$ cat config.mk
export PLATFORM = sky130hd
export DESIGN_NAME = ctrl_ula
export DESIGN_NICKNAME = d
export VERILOG_FILES = /design/src/rtl/ctrl_ula.sv
export SDC_FILE = /design/constraint.sdc
export NUM_CORES = 1
export LEC_CHECK = 0
export CORE_MARGIN = 2
export CORE_UTILIZATION = 35
export DETAILED_ROUTE_END_ITERATION = 8
export PLACE_DENSITY_LB_ADDON = 0.2
export SYNTH_ARGS = -nofsm -noshare
export SYNTH_HDL_FRONTEND = slang
export SYNTH_SLANG_ARGS = --single-unit
export TNS_END_PERCENT = 1
$ cat constraint.sdc
create_clock -name clock -period 2.42 [get_ports clock]
set_clock_uncertainty 0.15 [all_clocks]
set_input_delay 0.363 -clock clock [delete_from_list [all_inputs] [get_ports clock]]
set_output_delay 0.363 -clock clock [all_outputs]
set_load 0.03 [all_outputs]
$ cat src/rtl/ctrl_ula.sv
// Sequencer for a small ULA datapath: drives load/clear/shift commands to regX/regY/regZ.
// Optional CTRL_ULA_ABORT_EN adds an abort input that cancels an operation in flight.
//
// state  | meaning
// IDLE   | waiting for start; latches op and n on a legal request
// LDX    | load regX
// LDY    | load regY
// EXEC   | ULA function on regX/regY, result loaded into regZ
// SHIFT  | regY divided once per cycle, n cycles
// CLRALL | clear all three registers
// DONE   | one-cycle completion pulse
module ctrl_ula #(
    parameter int CNT_W = 2
) (
    input  logic             clock,
    input  logic             reset,
`ifdef CTRL_ULA_ABORT_EN
    input  logic             abort,
`endif
    input  logic             start,
    input  logic [2:0]       op,
    input  logic [CNT_W-1:0] n,
    output logic [1:0]       Tx,
    output logic [1:0]       Ty,
    output logic [1:0]       Tz,
    output logic [1:0]       selULA,
    output logic             busy,
    output logic             done,
    output logic             err
);

    localparam logic [1:0] T_CLEAR = 2'd0;
    localparam logic [1:0] T_LOAD  = 2'd1;
    localparam logic [1:0] T_HOLD  = 2'd2;
    localparam logic [1:0] T_DIV   = 2'd3;

    localparam logic [2:0] OP_SHL = 3'd4;
    localparam logic [2:0] OP_CLR = 3'd5;

    typedef enum logic [2:0] {
        S_IDLE,
        S_LDX,
        S_LDY,
        S_EXEC,
        S_SHIFT,
        S_CLRALL,
        S_DONE
    } state_t;

    state_t           state_q, state_d;
    logic [2:0]       op_q;
    logic [CNT_W-1:0] cnt_q;
    logic             err_q;
    logic             req;
    logic             legal;
    logic             accept;
    logic             cancel;

    assign req    = (state_q == S_IDLE) && start;
    assign legal  = (op <= OP_CLR);
    assign accept = req && legal;

`ifdef CTRL_ULA_ABORT_EN
    assign cancel = abort && (state_q != S_IDLE) && (state_q != S_DONE);
`else
    assign cancel = 1'b0;
`endif

    always_ff @(posedge clock) begin
        if (reset) begin
            state_q <= S_IDLE;
            op_q    <= 3'd0;
            cnt_q   <= '0;
            err_q   <= 1'b0;
        end else begin
            state_q <= state_d;
            err_q   <= req && !legal;
            if (accept) begin
                op_q  <= op;
                cnt_q <= n;
            end else if (state_q == S_SHIFT) begin
                cnt_q <= cnt_q - CNT_W'(1);
            end
        end
    end

    always_comb begin
        state_d = state_q;
        case (state_q)
            S_IDLE: begin
                if (accept) begin
                    state_d = (op == OP_CLR) ? S_CLRALL : S_LDX;
                end
            end
            S_LDX:    state_d = S_LDY;
            S_LDY: begin
                if (op_q != OP_SHL) begin
                    state_d = S_EXEC;
                end else if (cnt_q == '0) begin
                    state_d = S_DONE;
                end else begin
                    state_d = S_SHIFT;
                end
            end
            S_EXEC:   state_d = S_DONE;
            // terminal count: the cycle showing 1 is the last shift
            S_SHIFT: begin
                if (cnt_q == CNT_W'(1)) begin
                    state_d = S_DONE;
                end
            end
            S_CLRALL: state_d = S_DONE;
            S_DONE:   state_d = S_IDLE;
            default:  state_d = S_IDLE;
        endcase
        if (cancel) begin
            state_d = S_IDLE;
        end
    end

    always_comb begin
        Tx     = T_HOLD;
        Ty     = T_HOLD;
        Tz     = T_HOLD;
        selULA = 2'd0;
        busy   = (state_q != S_IDLE);
        done   = 1'b0;
        err    = err_q;
        case (state_q)
            S_LDX:   Tx = T_LOAD;
            S_LDY:   Ty = T_LOAD;
            S_EXEC: begin
                Tz     = T_LOAD;
                selULA = op_q[1:0];
            end
            S_SHIFT: Ty = T_DIV;
            S_CLRALL: begin
                Tx = T_CLEAR;
                Ty = T_CLEAR;
                Tz = T_CLEAR;
            end
            S_DONE:  done = 1'b1;
            default: ;
        endcase
    end

endmodule

==> results of run 1 <==
flip-flops by register name, summed over array words and instances (netlist names):
name and count:
cnt_q 2, op_q 3, state_q 3, err 1
per-stage QoR:
stage / area [µm²] / power (mW) / util / std cells / setup WS, ps
after global placement: 754 / 0.761 / 0.507 / 101 / 329
final: 786 / 0.888 / 0.528 / 105 / 107
after detailed placement: 754 / 0.764 / 0.507 / 101 / 295
after floorplan: 556 / 0.596 / - / 69 / 642
after global routing: 786 / 0.956 / 0.528 / 105 / 49.3
after CTS: 781 / 0.894 / 0.524 / 105 / 0.00688
worst max-delay path: stages (launching register included):
cell	delay, ps
dfxtp_2	410
or2b_1	270
mux2_2	270
clkdlybuf4s50_1	590
power by group:
part / leakage, nW / internal [mW] / switching, mW / total [mW]
registers: 0.0745 / 0.192 / 0.0561 / 0.248
clock network: 0.0150 / 0.0637 / 0.0542 / 0.118
logic: 0.218 / 0.250 / 0.272 / 0.522
kinds of logic (layout without fill, tap and decap cells):
group / Yosys count / after routing
compound gates: 16 / 16
xor+xnor: 2 / 2
fa+ha+maj: 2 / 2
buf+inv: 6 / 26
flops: 9 / 9
mux: 1 / 1
simple gates: 33 / 33
layer usage:
| layer | GRT usage | part of all wire |
|---|---|---|
| met4 | 0.0727 | 0.019 |
| met2 | 0.250 | 0.50 |
| met5 | 0 | 0 |
| met3 | 0.0292 | 0.068 |
| met1 | 0.135 | 0.42 |
repair_timing:
item,CTS,global route
hold endpoints to repair,0,0
setup endpoints to repair,0,5
gates resized for setup,0,3
cells in the final DEF (no fill, tap or decap), types with 2 or more instances in the layout:
cell	count
clkdlybuf4s50_1	18
nor2_1	10
dfxtp_1	7
a21oi_1	6
nand2_1	5
nand2b_1	3
nor3_1	3
clkbuf_4	3
xnor2_1	2
and3_1	2
inv_1	2
o21bai_1	2
o21ai_0	2
ha_1	2
buf_4	2
dfxtp_2	2
final cells by class:
type	instances	area share
multi-input cells	54	0.451
repair buffers	20	0.248
clock buffers	4	0.0334
inverters	2	0.00955
well taps	16	0.0255
flip-flops and latches	9	0.232
worst paths after layout:
path | start | end | slack [ps] | cells after the start
max | state_q[0] | Ty[1] | 110 | 3
min | op_q[0] | op_q[0] | 330 | 2
max reg2reg | state_q[0] | cnt_q[1] | 720 | 5
min reg2reg | op_q[0] | op_q[0] | 330 | 2
==> metrics.cfg, run 1 <==
[clocking]
cts-hold-fix-buffers = 0
clk_pin_slew_ps = 60
cts.sinks = 9
cts-root-buf = clkbuf_4
cts.htree.levels = 1
clk-insertion-delay-late_ps = 260
clk_path_buf_depth = 2
postCtsSetupBuffers = 0
cts_tree = yes
numCtsBuffers = 3

[detailed_routing]
wirelength_mm = 1.15
antenna_left = 0
vias_per_cell = 5.03
drc = 0
drtPass1Iterations = 4
vias = 528
drt_iter0_markers = 8
wl_per_cell_um = 11.0

[synth]
synth_top_area_frac = 0.324
yosysTopAreaCell = dfxtp_1
avgSynthCellArea_um2 = 8.05
synth_most_common_cell = nor2_1
synth.cell_area_um2 = 556
synthesis.nets = 79
ys_seq_elements = 9
ys_top_cells_by_area = dfxtp_1 (32%), nor2_1 (6.8%), a21oi_1 (5.4%)
synthCells = 69
synth-edff-count = 0
synth_warnings = 0
synth_simple_gate_area_frac = 0.345
synthArstFlopShare = 0
synth_seq_area_share = 0.324
synth_compound_area_frac = 0.191
synthMuxAreaShare = 0.0203
ys.flop_type = dfxtp_1
synth_adder_area_share = 0.0450
synth_top_family_by_area = simple AND/OR/NAND/NOR gates
synthXorXnorAreaFrac = 0.0315
yosysUniqueCellTypes = 31
synthTopCellsByCount = nor2_1 (10), dfxtp_1 (9), a21oi_1 (6)

[min_path]
hold_path_class = reg -> reg

[pwr]
peakVddDrop_v = 0.000543
p_leak_nw = 0.308
power.density_mw_per_mm2 = 1130

[timing]
fin_tns_setup_ps = 0
hold_ws_ps = 328
worst_pin_slew_ps = 348
maxSlewViolCount = 0
fin_crit_sh = 0.956
relSlewSlack = 0.767
fmax_mhz = 432
fin_crit_ps = 2310
rsz0062_at_grt = false
finalSetupViolCount = 0
hold_viol_final = 0

[final_layout]
layout.area.seq_um2 = 183
multi_input_area_um2 = 354
fillers = 161
syn_to_final_growth_pct = 41.4
fin_nets = 100
antenna_cells = 0
drive_gt1_frac = 0.146

[floorplan]
core-area_mm2 = 0.00149
start_util = 0.373
num_rows = 14
die_area_mm2 = 0.00192
die_w_um = 43.8
dieHeight_um = 43.8
num_io_pins = 19

[global_routing]
overflow = 0
grt.total_usage = 0.134
grt_pass1_vias = 474
grt_max_degree = 14
grt_antenna_before_repair = 0
grt_pass1_wl_mm = 1.86

[worst_setup_path]
crit_arrival_ps = 1800
path_class = reg -> out
worstPathRequired_ps = 1910
critPathMaxFanout = 12
end_kind = output pin
cp-start-kind = register

[run_status]
run_status = finished clean

[run]
max-cap-violations = 0

[placed_design]
io_buffers = 18
dp_hpwl_um = 864
routabilityCongestion = 0.672

(Power assumes the default switching activity.)
==> run 2, diff against run 1 <==
- CTS_CLUSTER_SIZE: not set -> 8
- HOLD_SLACK_MARGIN: not set -> 0.1
==> results of run 2 <==
No change in the layout: final DEF, timing and power equal those of run 1.
==> run 3, diff against run 2 <==
- CTS_BUF_LIST: not set -> sky130_fd_sc_hd__clkbuf_4
==> run 3 against run 2 <==
Against the previous run:
- sequential share of layout area shrank 0.11 points
- critical path depth is the same
- final cell count is the same
- routed wire length shrank 3.4%
- count of clock-buffer cells in the layout is the same
- non-clock buffer count is the same
- power grew 0.36%
- flip-flop and latch count is the same
- cell area grew 0.48%
- critical path type unchanged
- critical endpoint unchanged
==> metrics.cfg, run 3 (synthesis results as in run 1) <==
[run_status]
run_status = finished clean

[floorplan]
num_rows = 14  ; unchanged
die_area_mm2 = 0.00192  ; unchanged
dieHeight_um = 43.8  ; unchanged
start_util = 0.373  ; unchanged
core-area_mm2 = 0.00149  ; unchanged
die_w_um = 43.8  ; unchanged
num_io_pins = 19  ; unchanged

[detailed_routing]
wirelength_mm = 1.12  ; -3.4%
drtPass1Iterations = 4  ; unchanged
drt_iter0_markers = 9  ; +1
drc = 0  ; unchanged
antenna_left = 0  ; unchanged
wl_per_cell_um = 10.6  ; -3.4%
vias = 516  ; -2.3%
vias_per_cell = 4.91  ; -2.3%

[worst_setup_path]
critPathMaxFanout = 12  ; unchanged
cp-start-kind = register
worstPathRequired_ps = 1910  ; about the same
path_class = reg -> out
end_kind = output pin
crit_arrival_ps = 1800  ; about the same

[pwr]
power.density_mw_per_mm2 = 1130  ; -0.12%
peakVddDrop_v = 0.000549  ; +1.1%
p_leak_nw = 0.311  ; +1.1%

[timing]
fin_crit_ps = 2310  ; -0.882 ps
worst_pin_slew_ps = 345  ; -3.29 ps
finalSetupViolCount = 0  ; unchanged
fmax_mhz = 432  ; about the same
fin_crit_sh = 0.955  ; about the same
hold_viol_final = 0  ; unchanged
rsz0062_at_grt = false
relSlewSlack = 0.769  ; +0.00219
maxSlewViolCount = 0  ; unchanged
fin_tns_setup_ps = 0  ; unchanged

[min_path]
hold_path_class = reg -> reg

[clocking]
cts-root-buf = clkbuf_4
clk_pin_slew_ps = 60  ; about the same
clk_path_buf_depth = 2  ; unchanged
cts.htree.levels = 1  ; unchanged
clk-insertion-delay-late_ps = 260  ; about the same
cts-hold-fix-buffers = 0  ; unchanged
numCtsBuffers = 3  ; unchanged
cts.sinks = 9  ; unchanged
cts_tree = yes

[final_layout]
final_common_cell = clkdlybuf4s50_1
antenna_cells = 0  ; unchanged
syn_to_final_growth_pct = 42.1
reg.largest.list = op_q x3, state_q x3, cnt_q x2
finalInstanceArea_um2 = 790  ; +0.48%
utilization = 0.530  ; +0.00252
drive_gt1_frac = 0.157  ; +0.0112
layout_common_cells = clkdlybuf4s50_1 (18), nor2_1 (10), dfxtp_1 (7)
fin_nets = 100  ; unchanged

[global_routing]
grt_pass1_vias = 454  ; -4.2%
grt_pass1_wl_mm = 1.76  ; -5.6%
overflow = 0  ; unchanged
grt_antenna_before_repair = 0  ; unchanged
grt.total_usage = 0.123  ; -0.0111
grt_max_degree = 14  ; unchanged

[placed_design]
dp_hpwl_um = 864  ; unchanged
io_buffers = 18  ; unchanged
placed_area_um2 = 754  ; unchanged
routabilityCongestion = 0.672  ; unchanged

[run]
max-cap-violations = 0  ; unchanged

[run 3: cell types whose count changed in the layout (fill, tap and decap cells not counted)]
cell,previous run,this run
clkbuf_1,1,0
clkbuf_4,3,4
[run 3: area by class of cell]
| type | count | area [µm²] |
|---|---|---|
| Clock buffer | 4 | 30.0 |
| Fill cell | 158 | 699 |
| Inverter | 2 | 7.51 |
| Multi-Input combinational cell | 54 | 354 |
| Sequential cell | 9 | 183 |
| Tap cell | 16 | 20.0 |
| Timing Repair Buffer | 20 | 195 |
[run 3: through the flow]
step / setup slack, ps / instances / hold WS, ps / power (mW)
floorplan: 642 / 69 / 296 / 0.596
global placement: 329 / 101 / 319 / 0.761
detailed placement: 295 / 101 / 317 / 0.764
CTS: 6.26 / 105 / 325 / 0.895
global route: 52.6 / 105 / 368 / 0.958
finish: 108 / 105 / 329 / 0.892
[run 3: power breakdown]
| part | switching, mW | total (mW) | leakage (nW) | internal (mW) |
|---|---|---|---|---|
| clock | 0.0541 | 0.129 | 0.0184 | 0.0748 |
| combinational | 0.266 | 0.514 | 0.218 | 0.248 |
| sequential | 0.0565 | 0.249 | 0.0745 | 0.192 |
[run 3: critical path, stage by stage, from the launching register on]
cell and delay (ps):
dfxtp_2 410, or2b_1 270, mux2_2 270, clkdlybuf4s50_1 590
[run 3: worst paths after layout]
| check | slack (ps) | start | end | cells after the start |
|---|---|---|---|---|
| worst max-delay path | 110 | state_q[0] | Ty[1] | 3 |
| worst max register to register | 720 | state_q[0] | cnt_q[1] | 5 |
| worst min-delay path | 330 | op_q[0] | op_q[0] | 2 |
| worst min register to register | 330 | op_q[0] | op_q[0] | 2 |
[run 3: per-layer routing]
layer | vias up | track usage | part of all wire
li1 | 279 | - | -
met1 | 222 | 0.138 | 0.46
met2 | 15 | 0.218 | 0.47
met3 | 0 | 0.0292 | 0.063
met4 | 0 | 0.0545 | 0
met5 | - | 0 | 0
[run 3: what timing repair did]
action	CTS	global route
setup endpoints to repair	0	5
setup buffers	0	0
resized for setup	0	3
